[src/rtl/eh2_bp_ghr_ckpt.sv]
// Speculative GHR tracker with per-prediction history checkpoints and mispredict/flush recovery.
// Optional checkpoint parity protection is enabled by defining RV_GHR_CKPT_PARITY_EN.
module eh2_bp_ghr_ckpt #(
    parameter int GHR_SIZE = 8,
    parameter int DEPTH    = 8,
    parameter int TAG_W    = $clog2(DEPTH)
) (
    input  logic                clk,
    input  logic                rst,
    input  logic                pred_valid,
    input  logic                pred_taken,
    output logic                pred_ready,
    output logic [TAG_W-1:0]    pred_tag,
    input  logic                ret_valid,
    input  logic                ret_taken,
    input  logic                mp_valid,
    input  logic [TAG_W-1:0]    mp_tag,
    input  logic                mp_taken,
    input  logic                flush,
    output logic [GHR_SIZE-1:0] ghr,
    output logic [GHR_SIZE-1:0] arch_ghr,
    output logic                ckpt_perr
);

    localparam logic [TAG_W:0] FULL = (TAG_W+1)'(DEPTH);

    logic [GHR_SIZE-1:0] ckpt [DEPTH];
    logic [TAG_W-1:0]    wr_ptr, rd_ptr;
    logic [TAG_W:0]      count;

    logic                ret_do, accept, mp_hit, mp_do, perr_hit;
    logic [TAG_W-1:0]    rd_next, mp_off, mp_next;
    logic [TAG_W:0]      ret_amt;
    logic [GHR_SIZE-1:0] arch_next, mp_src;

    assign pred_ready = !rst && (count != FULL) && !mp_valid && !flush;
    assign pred_tag   = wr_ptr;

    // Offset of the mispredicted tag from the oldest entry decides whether it is in flight.
    always_comb begin
        ret_do    = ret_valid && (count != '0);
        ret_amt   = (TAG_W+1)'(ret_do);
        rd_next   = rd_ptr + TAG_W'(ret_do);
        arch_next = ret_do ? {arch_ghr[GHR_SIZE-2:0], ret_taken} : arch_ghr;
        mp_off    = mp_tag - rd_ptr;
        mp_next   = mp_tag + TAG_W'(1);
        mp_hit    = mp_valid && ({1'b0, mp_off} < count);
        mp_do     = mp_hit && !flush;
        accept    = pred_valid && pred_ready;
        mp_src    = perr_hit ? arch_next : ckpt[mp_tag];
    end

    always_ff @(posedge clk) begin
        if (rst) begin
            ghr      <= '0;
            arch_ghr <= '0;
            wr_ptr   <= '0;
            rd_ptr   <= '0;
            count    <= '0;
        end else begin
            rd_ptr   <= rd_next;
            arch_ghr <= arch_next;
            if (flush) begin
                ghr    <= arch_next;
                wr_ptr <= rd_next;
                count  <= '0;
            end else if (mp_do) begin
                ghr    <= {mp_src[GHR_SIZE-2:0], mp_taken};
                wr_ptr <= mp_next;
                count  <= {1'b0, mp_off} + (TAG_W+1)'(1) - ret_amt;
            end else if (accept) begin
                ghr    <= {ghr[GHR_SIZE-2:0], pred_taken};
                wr_ptr <= wr_ptr + TAG_W'(1);
                count  <= count + (TAG_W+1)'(1) - ret_amt;
            end else begin
                count  <= count - ret_amt;
            end
        end
    end

`ifdef RV_GHR_CKPT_PARITY_EN
    logic ckpt_par [DEPTH];

    assign perr_hit = mp_do && ((^ckpt[mp_tag]) != ckpt_par[mp_tag]);

    // Contents are cleared on reset so that stale parity never reports an error.
    always_ff @(posedge clk) begin
        if (rst) begin
            for (int i = 0; i < DEPTH; i++) begin
                ckpt[i]     <= '0;
                ckpt_par[i] <= 1'b0;
            end
        end else if (accept) begin
            ckpt[wr_ptr]     <= ghr;
            ckpt_par[wr_ptr] <= ^ghr;
        end
    end

    always_ff @(posedge clk) begin
        if (rst) begin
            ckpt_perr <= 1'b0;
        end else begin
            ckpt_perr <= perr_hit;
        end
    end
`else
    assign perr_hit  = 1'b0;
    assign ckpt_perr = 1'b0;

    always_ff @(posedge clk) begin
        if (accept) begin
            ckpt[wr_ptr] <= ghr;
        end
    end
`endif

    a_ret_nonempty: assert property (@(posedge clk) disable iff (rst)
        ret_valid |-> (count != '0));
    a_mp_in_flight: assert property (@(posedge clk) disable iff (rst)
        (mp_valid && !flush) |-> mp_hit);

endmodule

[config.mk]
export PLATFORM = sky130hd
export DESIGN_NAME = eh2_bp_ghr_ckpt
export DESIGN_NICKNAME = d
export VERILOG_FILES = /design/src/rtl/eh2_bp_ghr_ckpt.sv
export SDC_FILE = /design/constraint.sdc
export NUM_CORES = 1
export LEC_CHECK = 0
export ABC_AREA = 1
export CAP_MARGIN = 20
export CORE_ASPECT_RATIO = 0.6
export CORE_UTILIZATION = 50
export CTS_BUF_LIST = sky130_fd_sc_hd__clkbuf_8
export DETAILED_ROUTE_END_ITERATION = 10
export PLACE_DENSITY = 0.7
export SLEW_MARGIN = 20
export SYNTH_ARGS = -nofsm -noshare
export SYNTH_HDL_FRONTEND = slang
export SYNTH_SLANG_ARGS = --single-unit
[constraint.sdc]
create_clock -name clk -period 4.15 [get_ports clk]
set_input_delay 0.6225 -clock clk [delete_from_list [all_inputs] [get_ports clk]]
set_output_delay 0.6225 -clock clk [all_outputs]
set_load 0.005 [all_outputs]
-- Yosys cells after proc, flatten, opt, wreduce, memory -nomap -nowiden
Memory sizes are Yosys's and may differ from the RTL's.
Cells that the tools add are included.
- order comparisons: 1
- eq/ne operators: 1
- muxes and demuxes: 11
- reduce and logical (&&, ||, !) cells: 13
- add/subtract/negate cells: 9
- operators by type and width (kind ; count):
    8-bit two-way mux ; 4
    4-bit by 1-bit subtractor with 4-bit output ; 3
    3-bit two-way mux ; 3
    4-bit two-way mux ; 2
    1-bit logical AND ; 7
    3-bit by 1-bit adder with 3-bit output, second input constant ; 2
    3-bit by 1-bit adder with 4-bit output, second input constant ; 1
    4-bit by 1-bit adder with 4-bit output, second input constant ; 1
    3-bit by 4-bit less-than comparator with 1-bit output ; 1
    4-bit != test, second input constant ; 1
    4-bit nonzero test ; 1
    3-bit by 1-bit adder with 3-bit output ; 1
    1-bit zero test ; 3
    3-bit nonzero test ; 1
    3-bit subtractor ; 1
    1-bit two-way mux ; 2
    2-bit OR reduction ; 1
- input bits: 12
- memory bits (writable): 64
- output and inout port bits: 21
- bits in registers: 26
- word-level logic and storage cells: 41
- memories kept: 1
- memories (memory ; words ; bits a word ; rd ports ; clocked after memory_dff ; wr ports ; line ; text):
    ckpt ; 8 ; 8 ; 1 ; 0 ; 1 ; 27 ; logic [GHR_SIZE-1:0] ckpt [DEPTH];

-- Depth between registers and ports, before layout
Gate-level depths: netlist of the first run.
- depth in word-level cells: 8
- depth in mapped cells: 22
- gate-level depth less buffers: 19

-- Least setup slack after synthesis of the first run
OpenSTA, ideal clock, no wires.
- path kind: input port to flip-flop
- start: in mp_tag[0]
- end: reg wr_ptr[1], in the netlist pred_tag[1]
- data required time: 4.029 ns
- data arrival time: 3.421 ns
- slack: 0.608 ns
- path buffers: 3
- cell stages on the path: 21
- setup time: 0.121 ns
- cells stage by stage: inv_1 -> buf_2 -> buf_4 -> ha_1 -> inv_1 -> fa_1 -> xnor2_1 -> xor2_1 -> ha_1 -> inv_1 -> nor2_1 -> nand2_1 -> nand3_4 -> inv_1 -> buf_4 -> o21ai_0 -> ha_1 -> nand2_1 -> o21ai_0 -> o21ai_0 -> a21oi_1
- word-level cells in the longest chain between the ends: 6
- elaborated cells on any way between the ends: 8
- classes of those cells: add/sub (2); order compare (1); mux (2); reduce/logical (3)
- ends and longest elaborated chain (element ; line ; text):
    start: declaration ; 17 ; input logic [TAG_W-1:0] mp_tag,
    3-bit subtractor ; 45 ; mp_off = mp_tag - rd_ptr;
    3-bit by 4-bit less-than comparator with 1-bit output ; 47 ; mp_hit = mp_valid && ({1'b0, mp_off} < count);
    1-bit logical AND ; 47 ;
    1-bit logical AND ; 48 ; mp_do = mp_hit && !flush;
    3-bit two-way mux ; 67 ; end else if (mp_do) begin
    3-bit two-way mux ; 63 ; if (flush) begin
    end signal: assignment ; 65 ; wr_ptr <= rd_next;
    end signal: assignment ; 69 ; wr_ptr <= mp_next;
    end signal: assignment ; 73 ; wr_ptr <= wr_ptr + TAG_W'(1);
    end: declaration ; 28 ; logic [TAG_W-1:0] wr_ptr, rd_ptr;
Parallel ways exist; a longest one is shown, timed or not.
A chain may end at the register's enable or synchronous reset.

-- Final worst setup path of the first run
Ends and elaborated chain as after synthesis.

==> key figures, run 1 <==
Floorplanning
  – # rows: 24
  – Initial Util: 0.528
  – Die area: 8240 um^2
  – Total core area: 7450 um^2
  – Height of the chip: 70.7 um
  – Die X: 117 um
  – IO Pins: 33

Clock tree
  – Clock buffer depth: 2
  – Cts bufs inserted: 9
  – Root buffer cell: clkbuf_8
  – Post_cts resized: 0
  – Worst-path clk slew: 90 ps
  – H-tree depth: 3
  – Clk sinks: 82
  – Setup Buffers After CTS: 0
  – Clock Latency Late Sink: 360 ps
  – Cts-stage hold buffer count: 0
  – CTS tree: yes

Logic synthesis
  – Synth Area in Simple Gates: 0.181
  – Post-synth top area cell: edfxtp_1
  – Adder-cell area share of the yosys netlist: 0.0560
  – Sequential share of the synthesized area: 0.560
  – Synthesized instance count: 413
  – Post-Synth XOR/XNOR Area: 0.0156
  – Post-Syn Area per Cell: 9.52 um^2
  – Netlist cell types: 32
  – Area of the mapped netlist: 3930 um^2
  – Synth Area in Compound Gates: 0.117
  – Yosys warns: 0
  – Multiplexer share of the synthesized area: 0
  – Most area-consuming cells after synthesis: edfxtp_1 (43%), dfxtp_1 (13%), nor2_1 (7.8%)
  – FF+latch count, synth: 82
  – Main combinational cell family by area after synthesis: simple AND/OR/NAND/NOR gates
  – Top cell type's share of synthesized area: 0.427
  – Syn nets: 442

Worst setup path
  – Data required, critical path: 4400 ps
  – Setup crit end kind: flip-flop
  – Critical path's slowest cell: clkdlybuf4s50_1
  – Critical path class: in -> reg
  – Startpoint Class: input port
  – Crit-path cells: clkdlybuf4s50_1 > inv_1 > ha_1 > inv_1 > fa_1 > xnor2_1 > xor2_1 > ha_1 > inv_1 > nor2_1 > nand2_1 > nand3_4 > inv_1 > nand2_1 > o21ai_0 > ha_1 > nand2_1 > o21ai_0 > o21ai_0 > a21oi_1
  – Worst Path Arrival: 3740 ps
  – CP most frequent cell: inv_1
  – Max stage delay on crit path: 420 ps
  – Worst-path fanout max: 6

STA
  – Worst slew pin tran: 828 ps
  – RSZ-0062 raised after global routing: no
  – Final hold vios: 0
  – Max-slew headroom: 0.446
  – Fin Clk Skew: 8.45 ps
  – Setup TNS Final: 0 ps
  – Fin crit period: 3490 ps
  – Highest clock rate: 286 MHz
  – Final period utilization: 0.842
  – Final Setup Violations: 0
  – Max Slew Vio Count: 0

Placement
  – Placed cells: 539
  – Dpl hpwl: 6280 um
  – IO buf count: 31
  – Placer Congestion: 0.875

Routing
  – Post-route DRC: 0
  – Routed vias: 2956
  – Wire per inst: 15.9 um
  – Antenna Nets Post-Route: 0
  – Via/cell ratio: 5.33
  – Drt pass-1 iters: 5
  – Drt initial violations: 220
  – Total Wirelength: 8830 um

Finish
  – Share of layout cells above drive strength 1: 0.0865
  – Commonest non-fill, non-tap cell in the layout: nor2_1
  – Area Overhead vs Synth: 14.5%
  – Final Core Density: 0.605
  – Fin nets: 475
  – Final Non-Filler Cells: 555
  – Fillcell total: 656
  – Most frequent cells in the layout: nor2_1 (82), o21ai_0 (60), edfxtp_1 (56)
  – N_diodes: 0

GRT
  – Overflow after GRT: 0
  – Largest net degree at the start of global routing: 30
  – Initial antenna violation count: 0
  – First-pass GRT wire length: 14000 um
  – Gr usage total: 0.233
  – Vias in the first global route: 2699

Power
  – Switching power share of the total: 0.281
  – Clock power share: 0.309
  – Internal Power: 1330 uW
  – Leak: 0.00171 uW
  – VDD IR max: 0.000244 V
  – Total power: 1850 uW
  – PD cells: 410 nW/um^2
  – Comb power frac: 0.171
  – Psw: 519 uW
  – Sequential power share: 0.520

Status
  – Status: finished clean

Min path
  – Worst hold path class: reg -> reg

Job
  – Maxcap violations: 0
[cell type report]
class	count	area (um^2)	area share
Inverter	37	139	0.0308
Sequential cell	82	2200	0.489
Timing Repair Buffer	41	385	0.0856
Multi-Input combinational cell	275	1460	0.323
Clock buffer	9	124	0.0275
Tap cell	104	130	0.0289
Clock inverter	7	68.8	0.0153
[state kept, by name, summed over array words and instances, names as in the netlist]
name / cells
arch_ghr: 8
count: 4
ghr: 8
rd_ptr: 3
pred_tag: 3
ckpt: 56
[per-layer routing]
layer,share of wire,up-vias,GRT usage
met5,0,-,0
met2,0.41,125,0.318
met4,0.012,0,0.0655
li1,-,1450,-
met1,0.49,1373,0.355
met3,0.088,8,0.0711
[path summary, 6_finish.rpt]
path	cells past startpoint	slack, ps	to	from
hold / removal	2	530	ghr[7]	ghr[7]
setup reg to reg	18	1110	pred_tag[1]	rd_ptr[0]
hold reg to reg	2	530	ghr[7]	ghr[7]
setup / recovery	20	660	pred_tag[1]	mp_tag[0]
[power by group through the flow]
stage                     sequential (uW)  clock (uW)  combinational [uW]
after floorplan                       965           0                 205
after global placement                977           0                 305
after detailed placement              978           0                 311
after CTS                             960         579                 314
after global routing                  965         612                 355
final                                 960         571                 316
[logic make-up after synthesis]
group                      Yosys count
other                                1
adders and majority gates           17
xor gates and xnor gates             7
AOI/OAI and AO/OA                   90
and+or+nand+nor                    160
DFF                                 82
buffers and inverters               56
[cells in the mapped netlist, drive strengths merged]
master,count
or2,1
inv,37
nor3,4
dfxtp,26
nand3b,1
buf,15
o21ai,70
clkbuf,4
xnor2,4
a21oi,18
xor2,3
nand4,3
nor2,85
o211ai,2
fa,1
nand2,51
edfxtp,56
ha,16
conb,1
nand3,15
[through the flow]
stage | area (um^2) | setup WS, ps | hold WS [ps]
detailed placement | 4310 | 257 | 519
finish | 4500 | 657 | 531
global route | 4500 | 437 | 574
floorplan | 3930 | 608 | 511
CTS | 4500 | 652 | 536
global placement | 4310 | 439 | 517
[critical path: cells and delay by family]
family                     cells  cell delay [ps]
xor gates and xnor gates       2              410
adders and majority gates      4             1060
and+or+nand+nor                5              420
buffers and inverters          5              790
AOI/OAI and AO/OA              4              440
(Power assumes the default switching activity.)
==> run 2: changes to the inputs <==
PLACE_DENSITY = 0.73   (was 0.7)
clock period = 3 ns   (was 4.15 ns; I/O delays follow)
==> run 2 against run 1 <==
  * Non-clock buffer count up 15
  * Clock power up 53%
  * Setup slack lost 470 ps
  * Design area is 3.9% higher
  * Final cell count is 2.7% higher
  * Sequential share of layout area is 1.7 points lower
  * Count of clock-buffer cells in the layout unchanged
  * Largest cell class unchanged
  * Critical path depth decreased by 2
  * Core utilization up 2.4 points
==> key figures, run 2 (synthesis gave the netlist of run 1 again) <==
Placement
  – Placed cells: 554
  – IO buf count: 31
  – Dpl hpwl: 6430 um
  – Area after DPL: 4460 um^2
  – Placer Congestion: 0.915

Worst setup path
  – Worst Path Arrival: 3070 ps
  – Data required, critical path: 3260 ps
  – Critical path class: reg -> reg
  – Reg2reg start: rd_ptr[0]
  – Worst R2R Setup Slack: 180 ps
  – Startpoint Class: flip-flop
  – CP endpoint: pred_tag[1]
  – Reg2reg path depth: 18
  – Worst R2R End: pred_tag[1]
  – Setup crit end kind: flip-flop
  – Crit path launch: rd_ptr[0]
  – Worst-path fanout max: 4

Finish
  – Fillcell total: 652
  – Area Overhead vs Synth: 19.0%
  – Fin nets: 490
  – Most frequent cells in the layout: nor2_1 (82), o21ai_0 (57), edfxtp_1 (56)
  – Final Non-Filler Cells: 570
  – Biggest regs: ckpt: 56 flops, arch_ghr: 8 flops, ghr: 8 flops
  – Final Core Density: 0.628
  – N_diodes: 0
  – Commonest non-fill, non-tap cell in the layout: nor2_1
  – Share of layout cells above drive strength 1: 0.135
  – Max reg flops: 56
  – Final instance area: 4680 um^2
  – Reg with most FFs: ckpt

Status
  – Status: finished clean

Routing
  – Wire per inst: 15.8 um
  – Routed vias: 3041
  – Total Wirelength: 9020 um
  – Drt pass-1 iters: 7
  – Via/cell ratio: 5.34
  – Post-route DRC: 0
  – Antenna Nets Post-Route: 0
  – Drt initial violations: 237

Clock tree
  – Clock buffer depth: 2
  – Worst-path clk slew: 80 ps
  – Cts-stage hold buffer count: 0
  – Clock Latency Late Sink: 370 ps
  – H-tree depth: 3
  – Clk sinks: 82
  – Cts bufs inserted: 9
  – Setup Buffers After CTS: 0
  – Root buffer cell: clkbuf_8
  – CTS tree: yes

Power
  – VDD IR max: 0.000358 V
  – Leak: 0.00179 uW
  – PD cells: 572 nW/um^2
  – Total power: 2680 uW

GRT
  – Vias in the first global route: 2866
  – Largest net degree at the start of global routing: 30
  – Overflow after GRT: 0
  – First-pass GRT wire length: 14400 um
  – Gr usage total: 0.241
  – Initial antenna violation count: 0

Floorplanning
  – # rows: 24
  – Initial Util: 0.528
  – Die X: 117 um
  – Die area: 8240 um^2
  – Height of the chip: 70.7 um
  – IO Pins: 33
  – Total core area: 7450 um^2

STA
  – Final hold vios: 0
  – Final Setup Violations: 0
  – Highest clock rate: 355 MHz
  – Fin crit period: 2820 ps
  – Fin Clk Skew: 8.89 ps
  – Hold WS: 502 ps
  – Max Slew Vio Count: 0
  – Final period utilization: 0.939

Min path
  – Worst hold path class: reg -> reg

Job
  – Maxcap violations: 0
==> run 2: layer usage <==
metal	part of all wire	track usage
met2	0.42	0.341
met5	0	0
met4	0.012	0.0670
met1	0.50	0.357
met3	0.076	0.0737
==> run 2: area by class of cell <==
type                    count  area, um^2  area share
multi-input cells         275        1480       0.316
clock inverters             7        92.6      0.0198
clock buffers               9         124      0.0265
flip-flops and latches     82        2210       0.471
well taps                 104         130      0.0278
inverters                  37         154      0.0329
repair buffers             56         493       0.105
==> run 2: worst min path at each step <==
stage          slack, ps  cells past startpoint    endpoint    from
2_1_floorplan        510                      2      ghr[7]  ghr[7]
3_3_place_gp         500                      0  ckpt[0][3]  ghr[3]
3_5_place_dp         490                      0  ckpt[0][3]  ghr[3]
4_1_cts              510                      0  ckpt[0][3]  ghr[3]
5_1_grt              520                      0  ckpt[0][3]  ghr[3]
6_report             500                      0  ckpt[0][3]  ghr[3]
==> run 2: critical path, cell delays in order (launching register included) <==
cell	delay (ps)
dfxtp_4	380
ha_4	130
inv_2	40
fa_2	390
xnor2_2	160
xor2_1	230
ha_1	270
inv_1	50
nor2_1	40
nand2_2	100
nand3_4	110
inv_4	90
nand2_1	70
o21ai_1	100
ha_1	240
nand2_1	70
o21ai_1	80
o21ai_1	120
a21oi_1	50
==> run 2: power by group <==
part	switching, uW	leakage, uW	total [uW]	internal, uW
Clock	409	0.0000994	875	466
Combinational	266	0.000959	475	210
Sequential	58.8	0.000732	1330	1270
Total	734	0.00179	2680	1940
==> run 2: timing repair <==
action                                  in CTS  in global routing
pin swaps                                    0                  1
gates resized for setup                      1                  5
endpoints found under the setup margin       3                  2
endpoints found under the hold margin        0                  0
==> run 2: metrics by stage <==
| step | TNS [ps] | setup slack (ps) |
|---|---|---|
| 6_report | 0 | 183 |
| 5_1_grt | -2.94 | -2.94 |
| 4_1_cts | 0 | 114 |
| 3_5_place_dp | -4390 | -521 |
| 3_3_place_gp | -3690 | -428 |
| 2_1_floorplan | -176 | -133 |
==> run 3: changes to the inputs <==
SLEW_MARGIN = 30   (was 20)
==> results of run 3 <==
No change in the layout: final DEF, timing and power equal those of run 2.
